<file path="config.mk">
export PLATFORM = sky130hd
export DESIGN_NAME = cpu_run_ctrl_flat
export DESIGN_NICKNAME = d
export VERILOG_FILES = /design/src/rtl/cpu_run_ctrl_if.sv /design/src/rtl/cpu_run_ctrl.sv /design/src/flat_wrapper.sv
export SDC_FILE = /design/constraint.sdc
export NUM_CORES = 1
export LEC_CHECK = 0
export CAP_MARGIN = 20
export CELL_PAD_IN_SITES_DETAIL_PLACEMENT = 0
export CELL_PAD_IN_SITES_GLOBAL_PLACEMENT = 1
export CORE_MARGIN = 2
export CORE_UTILIZATION = 34
export CTS_CLUSTER_DIAMETER = 200
export CTS_CLUSTER_SIZE = 8
export DETAILED_ROUTE_END_ITERATION = 6
export GPL_TIMING_DRIVEN = 0
export PLACE_DENSITY_LB_ADDON = 0.1
export SLEW_MARGIN = 20
export SYNTH_ARGS = -nofsm -noshare
export SYNTH_HDL_FRONTEND = slang
export SYNTH_SLANG_ARGS = --single-unit
</file>
<file path="constraint.sdc">
create_clock -name clk -period 5.5 [get_ports clk]
set_clock_uncertainty 0.1 [all_clocks]
set_input_delay 1.1 -clock clk [delete_from_list [all_inputs] [get_ports clk]]
set_output_delay 1.1 -clock clk [all_outputs]
set_load 0.02 [all_outputs]
</file>
<file path="src/rtl/cpu_run_ctrl_if.sv">
// Run-control bus between a host/bench and cpu_run_ctrl: run requests,
// the core's store bus, core clock gating and the run results.
interface cpu_run_ctrl_if #(
  parameter int CNT_W       = 16,
  parameter int STORE_CNT_W = 16
);
  logic                   start;
  logic                   step_mode;
  logic                   step;
  logic                   mem_we;
  logic [31:0]            mem_addr;
  logic [31:0]            mem_data;
  logic [2:0]             mem_size;
  logic                   core_reset;
  logic                   core_en;
  logic                   done;
  logic                   timeout;
  logic                   pass;
  logic [31:0]            exit_code;
  logic [CNT_W-1:0]       cycle_count;
  logic [STORE_CNT_W-1:0] store_count;

  modport master (
    output start, step_mode, step, mem_we, mem_addr, mem_data, mem_size,
    input  core_reset, core_en, done, timeout, pass, exit_code,
           cycle_count, store_count
  );

  modport slave (
    input  start, step_mode, step, mem_we, mem_addr, mem_data, mem_size,
    output core_reset, core_en, done, timeout, pass, exit_code,
           cycle_count, store_count
  );
endinterface

</file>
<file path="src/rtl/cpu_run_ctrl.sv">
// Run controller and store monitor: holds the core in reset, runs it free or
// single-step, ends the run on a halt store or cycle timeout, reports results.
module cpu_run_ctrl #(
  parameter int          RESET_CYCLES = 1,
  parameter int          MAX_CYCLES   = 100,
  parameter int          CNT_W        = 16,
  parameter int          STORE_CNT_W  = 16,
  parameter logic [31:0] HALT_ADDR    = 32'h0000_0FFC,
  parameter logic [31:0] PASS_VALUE   = 32'h0000_0001
) (
  input logic           clk,
  input logic           reset,
  cpu_run_ctrl_if.slave bus
);

  localparam int HOLD_W = (RESET_CYCLES > 1) ? $clog2(RESET_CYCLES) : 1;

  localparam logic [2:0] S_IDLE      = 3'd0;
  localparam logic [2:0] S_RST_HOLD  = 3'd1;
  localparam logic [2:0] S_RUN       = 3'd2;
  localparam logic [2:0] S_STEP_WAIT = 3'd3;
  localparam logic [2:0] S_STEP_EXEC = 3'd4;
  localparam logic [2:0] S_DONE      = 3'd5;

  logic [2:0]             state;
  logic [HOLD_W-1:0]      hold_cnt;
  logic                   step_mode_q;
  logic                   timeout_q;
  logic                   pass_q;
  logic [31:0]            exit_q;
  logic [CNT_W-1:0]       cyc_q;
  logic [STORE_CNT_W-1:0] st_q;

  logic exec, halt, store, tmo;

  // A core cycle is executed only while enabled and out of reset; stores
  // outside those cycles never reach the monitor.
  assign exec  = (state == S_RUN) || (state == S_STEP_EXEC);
  assign halt  = exec && bus.mem_we && (bus.mem_addr == HALT_ADDR) &&
                 (bus.mem_size == 3'b010);
  assign store = exec && bus.mem_we && !halt;
  assign tmo   = exec && !halt && (cyc_q == CNT_W'(MAX_CYCLES - 1));

  // Run sequencing, result capture and saturating counters.
  always_ff @(posedge clk) begin
    if (reset) begin
      state       <= S_IDLE;
      hold_cnt    <= '0;
      step_mode_q <= 1'b0;
      timeout_q   <= 1'b0;
      pass_q      <= 1'b0;
      exit_q      <= '0;
      cyc_q       <= '0;
      st_q        <= '0;
    end else begin
      case (state)
        S_IDLE, S_DONE: begin
          if (bus.start) begin
            state       <= S_RST_HOLD;
            step_mode_q <= bus.step_mode;
            hold_cnt    <= HOLD_W'(RESET_CYCLES - 1);
            timeout_q   <= 1'b0;
            pass_q      <= 1'b0;
            exit_q      <= '0;
            cyc_q       <= '0;
            st_q        <= '0;
          end
        end
        S_RST_HOLD: begin
          if (hold_cnt == '0) state <= step_mode_q ? S_STEP_WAIT : S_RUN;
          else                hold_cnt <= hold_cnt - 1'b1;
        end
        S_RUN, S_STEP_EXEC: begin
          if (halt) begin
            state  <= S_DONE;
            exit_q <= bus.mem_data;
            pass_q <= (bus.mem_data == PASS_VALUE);
          end else if (tmo) begin
            state     <= S_DONE;
            timeout_q <= 1'b1;
          end else if (state == S_STEP_EXEC) begin
            state <= S_STEP_WAIT;
          end
        end
        S_STEP_WAIT: begin
          if (bus.step) state <= S_STEP_EXEC;
        end
        default: state <= S_IDLE;
      endcase

      // Counters only move on executed cycles, which never coincide with
      // the clear-on-start above.
      if (exec && (cyc_q != '1)) cyc_q <= cyc_q + 1'b1;
      if (store && (st_q != '1)) st_q  <= st_q + 1'b1;
    end
  end

  // Moore decode of the core controls from the state register.
  assign bus.core_reset  = (state == S_IDLE) || (state == S_RST_HOLD);
  assign bus.core_en     = (state == S_RST_HOLD) || exec;
  assign bus.done        = (state == S_DONE);
  assign bus.timeout     = timeout_q;
  assign bus.pass        = pass_q;
  assign bus.exit_code   = exit_q;
  assign bus.cycle_count = cyc_q;
  assign bus.store_count = st_q;

endmodule

</file>
<file path="src/flat_wrapper.sv">
// flat-port wrapper written by rule: the top's interface ports become plain ports
module cpu_run_ctrl_flat 
#(
  parameter int          RESET_CYCLES = 1,
  parameter int          MAX_CYCLES   = 100,
  parameter int          CNT_W        = 16,
  parameter int          STORE_CNT_W  = 16,
  parameter logic [31:0] HALT_ADDR    = 32'h0000_0FFC,
  parameter logic [31:0] PASS_VALUE   = 32'h0000_0001
)
  (clk, reset, bus_start, bus_step_mode, bus_step, bus_mem_we, bus_mem_addr, bus_mem_data, bus_mem_size, bus_core_reset, bus_core_en, bus_done, bus_timeout, bus_pass, bus_exit_code, bus_cycle_count, bus_store_count);
  cpu_run_ctrl_if #(.CNT_W(CNT_W), .STORE_CNT_W(STORE_CNT_W)) bus_i ();
  input logic clk;
  input logic reset;
  input wire logic [$bits(bus_i.start)-1:0] bus_start;
  input wire logic [$bits(bus_i.step_mode)-1:0] bus_step_mode;
  input wire logic [$bits(bus_i.step)-1:0] bus_step;
  input wire logic [$bits(bus_i.mem_we)-1:0] bus_mem_we;
  input wire logic [$bits(bus_i.mem_addr)-1:0] bus_mem_addr;
  input wire logic [$bits(bus_i.mem_data)-1:0] bus_mem_data;
  input wire logic [$bits(bus_i.mem_size)-1:0] bus_mem_size;
  output wire logic [$bits(bus_i.core_reset)-1:0] bus_core_reset;
  output wire logic [$bits(bus_i.core_en)-1:0] bus_core_en;
  output wire logic [$bits(bus_i.done)-1:0] bus_done;
  output wire logic [$bits(bus_i.timeout)-1:0] bus_timeout;
  output wire logic [$bits(bus_i.pass)-1:0] bus_pass;
  output wire logic [$bits(bus_i.exit_code)-1:0] bus_exit_code;
  output wire logic [$bits(bus_i.cycle_count)-1:0] bus_cycle_count;
  output wire logic [$bits(bus_i.store_count)-1:0] bus_store_count;
  assign bus_i.start = bus_start;
  assign bus_i.step_mode = bus_step_mode;
  assign bus_i.step = bus_step;
  assign bus_i.mem_we = bus_mem_we;
  assign bus_i.mem_addr = bus_mem_addr;
  assign bus_i.mem_data = bus_mem_data;
  assign bus_i.mem_size = bus_mem_size;
  assign bus_core_reset = bus_i.core_reset;
  assign bus_core_en = bus_i.core_en;
  assign bus_done = bus_i.done;
  assign bus_timeout = bus_i.timeout;
  assign bus_pass = bus_i.pass;
  assign bus_exit_code = bus_i.exit_code;
  assign bus_cycle_count = bus_i.cycle_count;
  assign bus_store_count = bus_i.store_count;
  cpu_run_ctrl #(.RESET_CYCLES(RESET_CYCLES), .MAX_CYCLES(MAX_CYCLES), .CNT_W(CNT_W), .STORE_CNT_W(STORE_CNT_W), .HALT_ADDR(HALT_ADDR), .PASS_VALUE(PASS_VALUE)) u_core (.clk(clk), .reset(reset), .bus(bus_i));
endmodule
</file>
# --- After elaboration in Yosys (flattened, before gate mapping) ---
# Index checks and enable logic that the tools add are counted.
totals:
  reg_bits: 71
  latchBits: 0
  ram_bits: 0
  romBits: 0
  inputBits: 73
  output_inout_bits: 69
  elab_cells: 80
  mem_count: 0
op_classes:
  addsub: 3
  multipliers: 0
  n_div: 0
  magnitude_cmp: 0
  eq_ne: 18
  n_shift: 0
  n_mux: 23
  bitwise_logic: 0
  reduce_logical: 28
ops:
  columns: ["cell", "count"]
  rows:
  - ["$mux 16", 4]
  - ["$mux 32", 2]
  - ["$pmux 32 s2", 1]
  - ["$add 16x1->16 const B", 2]
  - ["$eq 32x1->1 const B", 1]
  - ["$eq 32x12->1 const B", 1]
  - ["$ne 16x16->1 const B", 2]
  - ["$mux 3", 6]
  - ["$eq 16x7->1 const B", 1]
  - ["$pmux 3 s4", 1]
  - ["$reduce_bool 2->1", 6]
  - ["$eq 3x2->1 const B", 3]
  - ["$logic_and 1x1->1", 8]
  - ["$ne 2x2->1 const B", 4]
  - ["$reduce_and 2->1", 4]
  - ["$reduce_and 4->1", 2]
  - ["$eq 3x3->1 const B", 2]
  - ["$mux 1", 6]
  - ["$pmux 1 s2", 3]
  - ["$ne 2x1->1 const B", 2]
  - ["$ne 4x1->1 const B", 1]
  - ["$reduce_or 2->1", 2]
  - ["$eq 3x1->1 const B", 1]
  - ["$logic_not 3->1", 1]
  - ["other kinds (4)", 6]

# --- Logic depth before layout (Yosys ltp) ---
# Gate-level depths: netlist (run 1).
depth:
  word_depth: 11
  mapped_depth: 8
  depth_no_buf: 6

# --- Least setup slack after synthesis (run 1) ---
# OpenSTA, ideal clock, no wires.
synth_path:
  path_type: "in2reg"
  from: "input bus_mem_addr[28]"
  to: "register u_core.st_q[15], in the netlist u_core.bus.store_count[15]"
  setup_ns: 0.093
  t_arrival_ns: 2.415
  t_required_ns: 5.307
  setup_slack_ns: 2.892
  path_stages: 6
  n_path_buf: 1
  path_cell_list: "nor4b_4 > nand4_4 > o31ai_4 > buf_6 > nor2_1 > o311ai_2"
synth_between:
  elab_chain_len: 8
  word_cells_on_any_way: 10
  classes_between: "1 x eq/ne; 1 x mux; 8 x reduce/logical"
synth_lines:
  columns: ["element", "line", "source"]
  rows:
  - ["start, declared", "flat_wrapper.sv:19", "input wire logic [$bits(bus_i.mem_addr)-1:0] bus_mem_addr;"]
  - ["$eq 32x12->1 (*)", "cpu_run_ctrl.sv:39", "assign halt = exec && bus.mem_we && (bus.mem_addr == HALT_ADDR) &&"]
  - ["$logic_and 1x1->1 (*) (2 in series)", "cpu_run_ctrl.sv:39", null]
  - ["$logic_not 1->1 (*)", "cpu_run_ctrl.sv:41", "assign store = exec && bus.mem_we && !halt;"]
  - ["$logic_and 1x1->1 (*)", "cpu_run_ctrl.sv:41", null]
  - ["$logic_and 1x1->1 (*)", "cpu_run_ctrl.sv:94", "if (store && (st_q != '1)) st_q <= st_q + 1'b1;"]
  - ["$reduce_bool 2->1 (no line)", null, null]
  - ["$reduce_and 2->1 (no line)", null, null]
  - ["end signal, assigned", "cpu_run_ctrl.sv:94", null]
  - ["end, declared", "cpu_run_ctrl.sv:32", "logic [STORE_CNT_W-1:0] st_q;"]
# Mark *: on every way between the ends. The rest lies on a longest branch, timed or not.
# A chain may end at the register's enable or synchronous reset.

# --- Worst setup path in the final report (run 1) ---
layout_path:
  from: "register u_core.state[1]"
  to: "output bus_done"
layout_between:
  elab_chain_len: 1
layout_lines:
  columns: ["element", "line", "source"]
  rows:
  - ["start, declared", "cpu_run_ctrl.sv:25", "logic [2:0] state;"]
  - ["start signal, assigned", "cpu_run_ctrl.sv:70", "if (hold_cnt == '0) state <= step_mode_q ? S_STEP_WAIT : S_RUN;"]
  - ["$eq 3x3->1", "cpu_run_ctrl.sv:101", "assign bus.done = (state == S_DONE);"]
  - ["end, declared", "flat_wrapper.sv:24", "output wire logic [$bits(bus_i.done)-1:0] bus_done;"]
# Every way passes these cells.

==> flow_metrics.py, run 1 <==
metrics = {
    "status": {
        "status": "completed",
    },
    "final_layout": {
        "layout_common_cells": "clkdlybuf4s50_1 (140), dfxtp_1 (70), nand2_1 (56)",
        "fin_cells": 748,
        "regArea_um2": 1400,
        "layout_commonest_cell": "clkdlybuf4s50_1",
        "diodes": 0,
        "multi_input_area_um2": 2170,
        "num-fill-cells": 1074,
        "synthToLayoutAreaGrowth_pct": 48.0,
        "num-nets-final": 678,
        "drive_gt1_share_pct": 9.21,
    },
    "synthesis": {
        "synth_edf_count": 0,
        "syn_area_per_cell_um2": 8.34,
        "yosysWarningCount": 0,
        "syn_nets": 527,
        "yosysTopAreaCell": "dfxtp_1",
        "ys_seq_area_share_pct": 37.2,
        "async_reset_ff_share_pct": 0,
        "synth.cell_area_um2": 3770,
        "synth_top_area_share_pct": 37.2,
        "ys.flop_type": "dfxtp_1",
        "synthDistinctLibCells": 69,
        "ys_ff_latch": 70,
        "syn_inst": 452,
        "synth.area.top_cells": "dfxtp_1 (37%), nand3_1 (6.9%), a21oi_1 (5.7%)",
    },
    "global_route": {
        "grt_usage_pct": 20.7,
        "grt_max_degree": 13,
        "antenna_found_initial": 0,
        "grt_pass1_vias": 3783,
        "grt_pass1_wl_um": 19200,
        "grt-ovfl-total": 0,
    },
    "timing": {
        "relSlewSlack_pct": 51.1,
        "drv_slew": 0,
        "holdWs_ns": 0.372,
        "rsz0062_at_grt": "false",
        "tightest_slew_ns": 0.731,
        "fin_setup_tns_ns": 0,
        "min_period_over_period_pct": 58.0,
        "setup-violations-final": 0,
        "finalHoldViolCount": 0,
        "fmax_mhz": 313,
        "fin_crit_ns": 3.19,
    },
    "route": {
        "drc": 0,
        "drt_first_pass_iters": 5,
        "drt_iter0_drc": 247,
        "ant_nets": 0,
        "drt-total-wl_um": 12600,
        "vias": 4065,
        "avgRoutedWirePerCell_um": 16.9,
        "via_per_inst": 5.43,
    },
    "placement": {
        "port_buffers": 140,
        "hpwlAfterDp_um": 9460,
        "dp_cells": 732,
        "place_congestion": 0.840,
    },
    "cts": {
        "cts_tree": "yes",
        "hold_buffers": 0,
        "cts_resized": 0,
        "clock-root-buffer": "clkbuf_8",
        "clock_sinks": 70,
        "cts_setup_buffers": 0,
        "h-tree-depth": 3,
        "clock_latency_ns": 0.35,
        "clockBufferDepth": 2,
        "cts_made_buffers": 9,
        "clkTransAtPathRegs_ns": 0.08,
    },
    "power": {
        "ir_worst_vdd_mv": 0.128,
        "power.density_nw_per_um2": 249,
        "p_leak_nw": 1.87,
    },
    "floorplan": {
        "die_w_um": 109,
        "die-area_um2": 11900,
        "die_y_um": 109,
        "start_util_pct": 34.8,
        "fp.coreArea_um2": 10800,
        "rows": 38,
        "pin_count": 142,
    },
    "setup_path": {
        "reg2reg_depth": 6,
        "worstPathArrival_ns": 1.99,
        "r2r_start": "u_core.bus.cycle_count[1]",
        "r2r-end": "u_core.bus.cycle_count[8]",
        "r2r_slack_ns": 3.06,
        "critPathLaunch": "u_core.state[1]",
        "critPathRequiredTime_ns": 4.30,
        "timing_worst_setup_path_type": "reg2out",
        "end_kind": "output port",
        "cp-endpoint": "bus_done",
        "cp_max_fo": 10,
        "cp-start-kind": "flop",
    },
    "hold_path": {
        "hp-class": "reg2reg",
    },
    "flow_run": {
        "max_cap_viol_count": 0,
    },
}
-- routing by layer --
| layer | vias up | track usage, % | routed length (um) |
|---|---|---|---|
| met3 | 13 | 6.46 | 978 |
| met4 | 0 | 5.24 | 128 |
| li1 | 2001 | - | - |
| met1 | 1906 | 27.1 | 5740 |
| met2 | 145 | 33.4 | 5790 |
| met5 | - | 0 | 0 |
-- sequential cells by signal, indices dropped and copies added (netlist names) --
| signal | flops |
|---|---|
| u_core.bus.store_count | 16 |
| u_core.bus.pass | 1 |
| u_core.bus.exit_code | 32 |
| u_core.step_mode_q | 1 |
| u_core.bus.timeout | 1 |
| u_core.bus.cycle_count | 16 |
| u_core.state | 3 |
-- cell usage after synthesis, types with 4 or more instances --
cell type and instances:
inv_1 11, nor4_1 13, nor3_1 11, a22oi_1 5, nand4_1 12, nand2_1 56, nor2_1 21, dfxtp_1 70
or4_1 5, buf_6 6, buf_2 4, o211ai_1 4, nor4b_1 4, o21ai_0 6, or3_1 10, xnor2_1 4
a21oi_1 43, nand3_1 52, a22o_1 5, and3_1 14, clkbuf_1 15, nand2b_1 4
-- worst min path at each step --
stage / startpoint / endpoint / slack, ns / cells after the start
after global placement: u_core.bus.timeout / u_core.bus.timeout / 0.35 / 1
after global routing: u_core.bus.exit_code[23] / u_core.bus.exit_code[23] / 0.39 / 2
after detailed placement: u_core.step_mode_q / u_core.step_mode_q / 0.36 / 2
after floorplan: u_core.step_mode_q / u_core.step_mode_q / 0.34 / 2
after CTS: u_core.step_mode_q / u_core.step_mode_q / 0.37 / 2
final: u_core.bus.exit_code[21] / u_core.bus.exit_code[21] / 0.37 / 2
-- area by class of cell --
class | instances | share of cell area, %
buffer | 29 | 2.91
clock buffer | 11 | 2.71
clock inverter | 5 | 1.46
inverter | 11 | 0.740
multi-input combinational | 342 | 38.8
sequential | 70 | 25.1
tap | 140 | 3.14
timing repair buffer | 140 | 25.1
-- metrics by stage --
stage	util (%)	cell area, um2	worst slack [ns]	total power, mW
global placement	49.3	5350	2.05	0.902
finish	51.5	5580	2.31	1.39
CTS	51.5	5580	2.30	1.40
global route	51.5	5580	2.20	1.45
detailed placement	49.3	5350	2.01	0.904
floorplan	-	3770	2.89	0.748
-- cell families (layout without fill, tap and decap cells) --
group | count (synthesis) | after routing | synth area share (%)
adder cells (fa/ha/maj) | 2 | 2 | 0.663
XOR/XNOR | 6 | 6 | 1.89
flip-flops | 70 | 70 | 37.2
buffers and inverters | 40 | 196 | 5.41
AND/OR/NAND/NOR | 231 | 231 | 35.1
multiplexers | 5 | 5 | 1.39
AO/OA/AOI/OAI | 98 | 98 | 18.4
-- critical path: stages (launching register included) --
cell and delay, ns:
dfxtp_1 0.35, buf_2 0.20, nand2b_1 0.21, nor2_1 0.18
clkdlybuf4s50_1 0.70
-- where the power goes --
group          switching, mW  internal [mW]
combinational          0.220          0.146
clock                  0.214          0.280
sequential            0.0113          0.517
No activity file was read; power rests on OpenSTA's default activity.
==> inputs of run 2 (changes only) <==
--- a/config.mk
+++ b/config.mk
@@ -9,7 +9,7 @@
 export CELL_PAD_IN_SITES_DETAIL_PLACEMENT = 0
 export CELL_PAD_IN_SITES_GLOBAL_PLACEMENT = 1
 export CORE_MARGIN = 2
-export CORE_UTILIZATION = 34
+export CORE_UTILIZATION = 29
 export CTS_CLUSTER_DIAMETER = 200
 export CTS_CLUSTER_SIZE = 8
 export DETAILED_ROUTE_END_ITERATION = 6
==> constraint.sdc (replaced) <==
create_clock -name clk -period 2.9 [get_ports clk]
set_clock_uncertainty 0.1 [all_clocks]
set_input_delay 0.58 -clock clk [delete_from_list [all_inputs] [get_ports clk]]
set_output_delay 0.58 -clock clk [all_outputs]
set_load 0.02 [all_outputs]
==> run 2 against run 1 <==
Against the previous run:
- register-to-register slack worse by 2.5 ns
- critical path depth is the same
- critical path type unchanged
- via count down 0.30%
- global-route usage is 1.9 points lower
- setup slack worse by 2.0 ns
- die area up 17%
- final area up 2.2%
- largest power group is now the clock network
- clock power rose by 140%
- total power rose by 110%
- core utilization down 6.5 points
- hold slack got worse by 0.0091 ns
==> flow_metrics.py, run 2 (synthesized netlist as in run 1, its figures left out) <==
metrics = {
    "cts": {
        "cts_made_buffers": 9,
        "h-tree-depth": 3,
        "clkTransAtPathRegs_ns": 0.06,
        "hold_buffers": 0,
        "cts_setup_buffers": 0,
        "clock_sinks": 70,
        "clock_latency_ns": 0.33,
        "clock-root-buffer": "clkbuf_16",
        "cts_resized": 0,
        "cts_tree": "yes",
        "clockBufferDepth": 2,
    },
    "hold_path": {
        "hold_depth": 2,
        "hp-class": "reg2reg",
    },
    "final_layout": {
        "diodes": 0,
        "layout_common_cells": "clkdlybuf4s50_1 (140), dfxtp_1 (70), nand2_1 (56)",
        "final_cell_area_um2": 5700,
        "num-nets-final": 678,
        "num-fill-cells": 1318,
        "drive_gt1_share_pct": 8.73,
        "layout_commonest_cell": "clkdlybuf4s50_1",
        "synthToLayoutAreaGrowth_pct": 51.2,
        "largest_reg_flops": 32,
    },
    "placement": {
        "place_area_um2": 5390,
        "dpl_worst_slack_ns": -0.0750,
        "place_congestion": 0.810,
        "port_buffers": 140,
        "hpwlAfterDp_um": 9810,
    },
    "timing": {
        "min_period_over_period_pct": 91.0,
        "fin_crit_ns": 2.64,
        "fin_setup_tns_ns": 0,
        "drv_slew": 0,
        "worst_slack_ns": 0.262,
        "setup-violations-final": 0,
        "relSlewSlack_pct": 49.0,
        "rsz0062_at_grt": "false",
        "finalHoldViolCount": 0,
        "fmax_mhz": 379,
        "tightest_slew_ns": 0.762,
    },
    "setup_path": {
        "cp-endpoint": "bus_core_en",
        "cp.depth": 4,
        "path_delay_family": "buffers and inverters",
        "worst_path_largest_cell_delay_ns": 0.66,
        "critPathLaunch": "u_core.state[1]",
        "critPathRequiredTime_ns": 2.22,
        "cp_max_fo": 10,
        "worstPathArrival_ns": 1.96,
        "path_cells": "buf_2 > nand2b_1 > o22ai_1 > clkdlybuf4s50_1",
        "end_kind": "output port",
        "reg2reg_depth": 6,
        "r2r-end": "u_core.bus.cycle_count[8]",
        "crit_buf_inv": 2,
        "critPathSlowestCell": "clkdlybuf4s50_1",
        "cp-start-kind": "flop",
        "r2r_start": "u_core.bus.cycle_count[0]",
        "r2r_slack_ns": 0.54,
        "timing_worst_setup_path_type": "reg2out",
    },
    "power": {
        "switching_share_pct": 29.8,
        "p_sw_mw": 0.864,
        "power_frac_comb_pct": 24.0,
        "clkPwrFrac_pct": 41.4,
        "ir_worst_vdd_mv": 0.215,
        "p_int_mw": 2.03,
        "power.density_nw_per_um2": 508,
        "p_leak_nw": 1.91,
        "pwr-share-seq_pct": 34.6,
    },
    "global_route": {
        "grt_pass1_vias": 3980,
        "grt-ovfl-total": 0,
        "grt_max_degree": 12,
        "antenna_found_initial": 0,
        "grt_usage_pct": 18.8,
        "grt_pass1_wl_um": 20800,
    },
    "route": {
        "drt_iter0_drc": 240,
        "avgRoutedWirePerCell_um": 16.6,
        "drt-total-wl_um": 13000,
        "drt_first_pass_iters": 4,
        "vias": 4053,
        "ant_nets": 0,
        "drc": 0,
        "via_per_inst": 5.20,
    },
    "floorplan": {
        "die-area_um2": 13900,
        "fp.coreArea_um2": 12700,
        "die_w_um": 118,
        "start_util_pct": 29.8,
        "pin_count": 142,
        "die_y_um": 118,
        "rows": 41,
    },
    "status": {
        "status": "completed",
    },
    "flow_run": {
        "max_cap_viol_count": 0,
    },
}
[run 2: cell types whose count changed in the layout (fill, tap and decap cells not counted)]
cell	before	now
clkbuf_1	15	17
clkbuf_16	0	9
clkbuf_8	11	1
clkinv_2	1	0
clkinvlp_4	1	0
[run 2: metrics by stage]
step                      power [mW]  hold WS, ns  cells  util [%]
after floorplan                 1.42        0.337    452         -
after global placement          1.72        0.352    764      42.5
after detailed placement        1.72        0.359    764      42.5
after CTS                       2.93        0.366    779      45.0
after global routing            3.03        0.377    779      45.0
final                           2.90        0.362    779      45.0
[run 2: how the worst min path moves through the flow]
stage,start,slack (ns),end
detailed placement,u_core.step_mode_q,0.36,u_core.step_mode_q
global placement,u_core.bus.timeout,0.35,u_core.bus.timeout
global route,u_core.bus.exit_code[0],0.38,u_core.bus.exit_code[0]
CTS,u_core.bus.exit_code[21],0.37,u_core.bus.exit_code[21]
finish,u_core.step_mode_q,0.36,u_core.step_mode_q
floorplan,u_core.step_mode_q,0.34,u_core.step_mode_q
[run 2: metal layers]
layer  track usage [%]  vias to the layer above  share of wire (%)
met4              4.74                        0               0.36
met3              6.59                        2                6.5
met2              29.9                      123                 48
met1              24.3                     1928                 46
met5                 0                        -                  0
li1                  -                     2000                  -
[run 2: power by group through the flow]
| stage | clock [mW] | sequential, mW | combinational [mW] |
|---|---|---|---|
| 2_1_floorplan | 0 | 1.03 | 0.391 |
| 3_3_place_gp | 0 | 1.02 | 0.693 |
| 3_5_place_dp | 0 | 1.02 | 0.694 |
| 4_1_cts | 1.22 | 1.00 | 0.701 |
| 5_1_grt | 1.26 | 1.01 | 0.760 |
| 6_report | 1.20 | 1.00 | 0.695 |
[run 2: worst min-delay path: cells and delay by family, from the launching register on]
| kind | cells | cell delay (ns) |
|---|---|---|
| AO/OA/AOI/OAI | 1 | 0.05 |
| AND/OR/NAND/NOR | 1 | 0.05 |
| flip-flops | 1 | 0.31 |
[run 2: layout make-up]
type / count / area [um2] / share of cell area [%]
Buffer: 29 / 163 / 2.85
Clock buffer: 12 / 246 / 4.32
Clock inverter: 3 / 68.8 / 1.21
Inverter: 11 / 41.3 / 0.724
Multi-Input combinational cell: 342 / 2170 / 38.0
Sequential cell: 70 / 1400 / 24.6
Tap cell: 172 / 215 / 3.77
Timing Repair Buffer: 140 / 1400 / 24.6
==> inputs of run 3 (changes only) <==
--- a/config.mk
+++ b/config.mk
@@ -8,8 +8,7 @@
 export CAP_MARGIN = 20
 export CELL_PAD_IN_SITES_DETAIL_PLACEMENT = 0
 export CELL_PAD_IN_SITES_GLOBAL_PLACEMENT = 1
-export CORE_MARGIN = 2
-export CORE_UTILIZATION = 29
+export CORE_UTILIZATION = 32
 export CTS_CLUSTER_DIAMETER = 200
 export CTS_CLUSTER_SIZE = 8
 export DETAILED_ROUTE_END_ITERATION = 6
==> constraint.sdc (replaced) <==
create_clock -name clk -period 2.5 [get_ports clk]
set_clock_uncertainty 0.1 [all_clocks]
set_input_delay 0.5 -clock clk [delete_from_list [all_inputs] [get_ports clk]]
set_output_delay 0.5 -clock clk [all_outputs]
set_load 0.02 [all_outputs]
==> run 3 against run 2 <==
Against the previous run:
- setup slack got worse by 0.10 ns
- core utilization up 4.6 points
- flip-flop and latch count is the same
- via count up 1.0%
- wire length shrank 3.6%
- total power grew 13%
- combinational power up 16%
- global-route usage increased by 1.9 points
- critical endpoint is now u_core.bus.store_count[8]
- highest routed layer unchanged
==> flow_metrics.py, run 3 (synthesized netlist as in run 1, its figures left out) <==
metrics = {
    "final_layout": {
        "final_cell_area_um2": 5690,
        "multi_input_area_um2": 2180,
        "layout_commonest_cell": "clkdlybuf4s50_1",
        "regArea_um2": 1400,
        "fin_cells": 755,
        "num-fill-cells": 1120,
        "drive_gt1_share_pct": 9.80,
        "layout_common_cells": "clkdlybuf4s50_1 (138), dfxtp_1 (70), nand2_1 (56)",
        "synthToLayoutAreaGrowth_pct": 51.0,
        "largest_reg_flops": 32,
        "diodes": 0,
        "num-nets-final": 682,
    },
    "setup_path": {
        "cp_max_fo": 5,
        "worstPathArrival_ns": 2.46,
        "end_kind": "flop",
        "path_cells": "clkdlybuf4s50_1 > nor4_1 > nand3_1 > o31ai_4 > buf_4 > nor3_1 > mux2_2",
        "timing_worst_setup_path_type": "in2reg",
        "cp-start-kind": "input port",
        "path_delay_family": "simple AND/OR/NAND/NOR gates",
        "worst_path_largest_cell_delay_ns": 0.42,
        "critPathSlowestCell": "o31ai_4",
        "crit_buf_inv": 2,
        "critPathRequiredTime_ns": 2.62,
    },
    "floorplan": {
        "fp.coreArea_um2": 11500,
        "die_y_um": 111,
        "rows": 39,
        "die_w_um": 111,
        "start_util_pct": 32.9,
        "pin_count": 142,
        "die-area_um2": 12200,
    },
    "cts": {
        "h-tree-depth": 3,
        "clkTransAtPathRegs_ns": 0.05,
        "cts_tree": "yes",
        "clock_sinks": 70,
        "cts_made_buffers": 9,
        "clockBufferDepth": 2,
        "clock-root-buffer": "clkbuf_16",
        "clock_latency_ns": 0.33,
    },
    "route": {
        "vias": 4094,
        "drc": 0,
        "drt_iter0_drc": 206,
        "ant_nets": 0,
        "drt_first_pass_iters": 4,
        "via_per_inst": 5.42,
        "drt-total-wl_um": 12500,
        "avgRoutedWirePerCell_um": 16.5,
    },
    "placement": {
        "dp_cells": 735,
        "hpwlAfterDp_um": 9380,
        "place_congestion": 0.851,
        "place_area_um2": 5350,
        "port_buffers": 140,
    },
    "timing": {
        "rsz0062_at_grt": "false",
        "setup-violations-final": 0,
        "min_period_over_period_pct": 93.6,
        "fin_crit_ns": 2.34,
        "relSlewSlack_pct": 58.3,
        "holdWs_ns": 0.366,
        "finalHoldViolCount": 0,
        "drv_slew": 0,
        "fmax_mhz": 428,
        "fin_setup_tns_ns": 0,
        "tightest_slew_ns": 0.621,
    },
    "global_route": {
        "grt_max_degree": 12,
        "grt_usage_pct": 20.8,
        "grt_pass1_vias": 4100,
        "grt-ovfl-total": 0,
        "grt_pass1_wl_um": 20400,
        "antenna_found_initial": 0,
    },
    "power": {
        "power.density_nw_per_um2": 577,
        "ir_worst_vdd_mv": 0.431,
        "power_mw": 3.29,
        "p_leak_nw": 1.93,
    },
    "status": {
        "status": "completed",
    },
    "hold_path": {
        "hp-class": "reg2reg",
    },
    "flow_run": {
        "max_cap_viol_count": 0,
    },
}
==> run 3: changes by cell type in the layout (fill, tap and decap cells not counted), sizes merged <==
cell	previous run	this run
buf	14	18
clkdlybuf4s50	140	138
dlygate4sd2	0	2
bufinv	2	1
clkbuf	27	28
clkinvlp	0	1
==> run 3: worst register-to-register path: stages (launching register included) <==
cell and delay [ns]:
dfxtp_1 0.42, ha_1 0.26, nand4_2 0.17, nor2_1 0.24, and3_1 0.21, clkbuf_1 0.26
buf_6 0.20, nor2_1 0.10, o311ai_2 0.24
==> run 3: repair_timing <==
action                                  4_1_cts  5_1_grt
endpoints found under the setup margin        3       48
pin swaps                                     1        1
resized for setup                             2        4
setup buffers                                 0        4
hold buffers                                  0        0
==> run 3: area by class of cell <==
cell class / count / area share, %
multi-input combinational: 342 / 38.2
timing repair buffer: 144 / 25.1
inverter: 11 / 0.725
clock buffer: 13 / 4.57
sequential: 70 / 24.6
tap: 143 / 3.14
buffer: 29 / 2.88
clock inverter: 3 / 0.747
==> run 3: where the power goes <==
group | internal, mW | switching [mW]
logic | 0.327 | 0.478
clock network | 0.826 | 0.492
registers | 1.14 | 0.0235
==> run 3: worst paths after layout <==
kind	from	end	slack, ns	depth (start not counted)
worst max-delay path	bus_mem_addr[16]	u_core.bus.store_count[8]	0.16	7
worst min-delay path	u_core.bus.exit_code[10]	u_core.bus.exit_code[10]	0.37	2
worst max register to register	u_core.bus.store_count[0]	u_core.bus.store_count[15]	0.20	8
worst min register to register	u_core.bus.exit_code[10]	u_core.bus.exit_code[10]	0.37	2
==> run 3: through the flow <==
stage	utilization [%]	setup slack (ns)
floorplan	-	0.320
global placement	46.7	-0.349
detailed placement	46.7	-0.370
CTS	49.3	0.00530
global route	49.7	0.00193
finish	49.7	0.161
==> run 3: layer usage <==
layer	vias to the layer above	GRT usage (%)	wire [um]
met5	-	0	0
met4	0	7.38	76
met3	6	7.24	998
met2	158	34.5	6000
met1	1909	24.7	5420
li1	2021	-	-
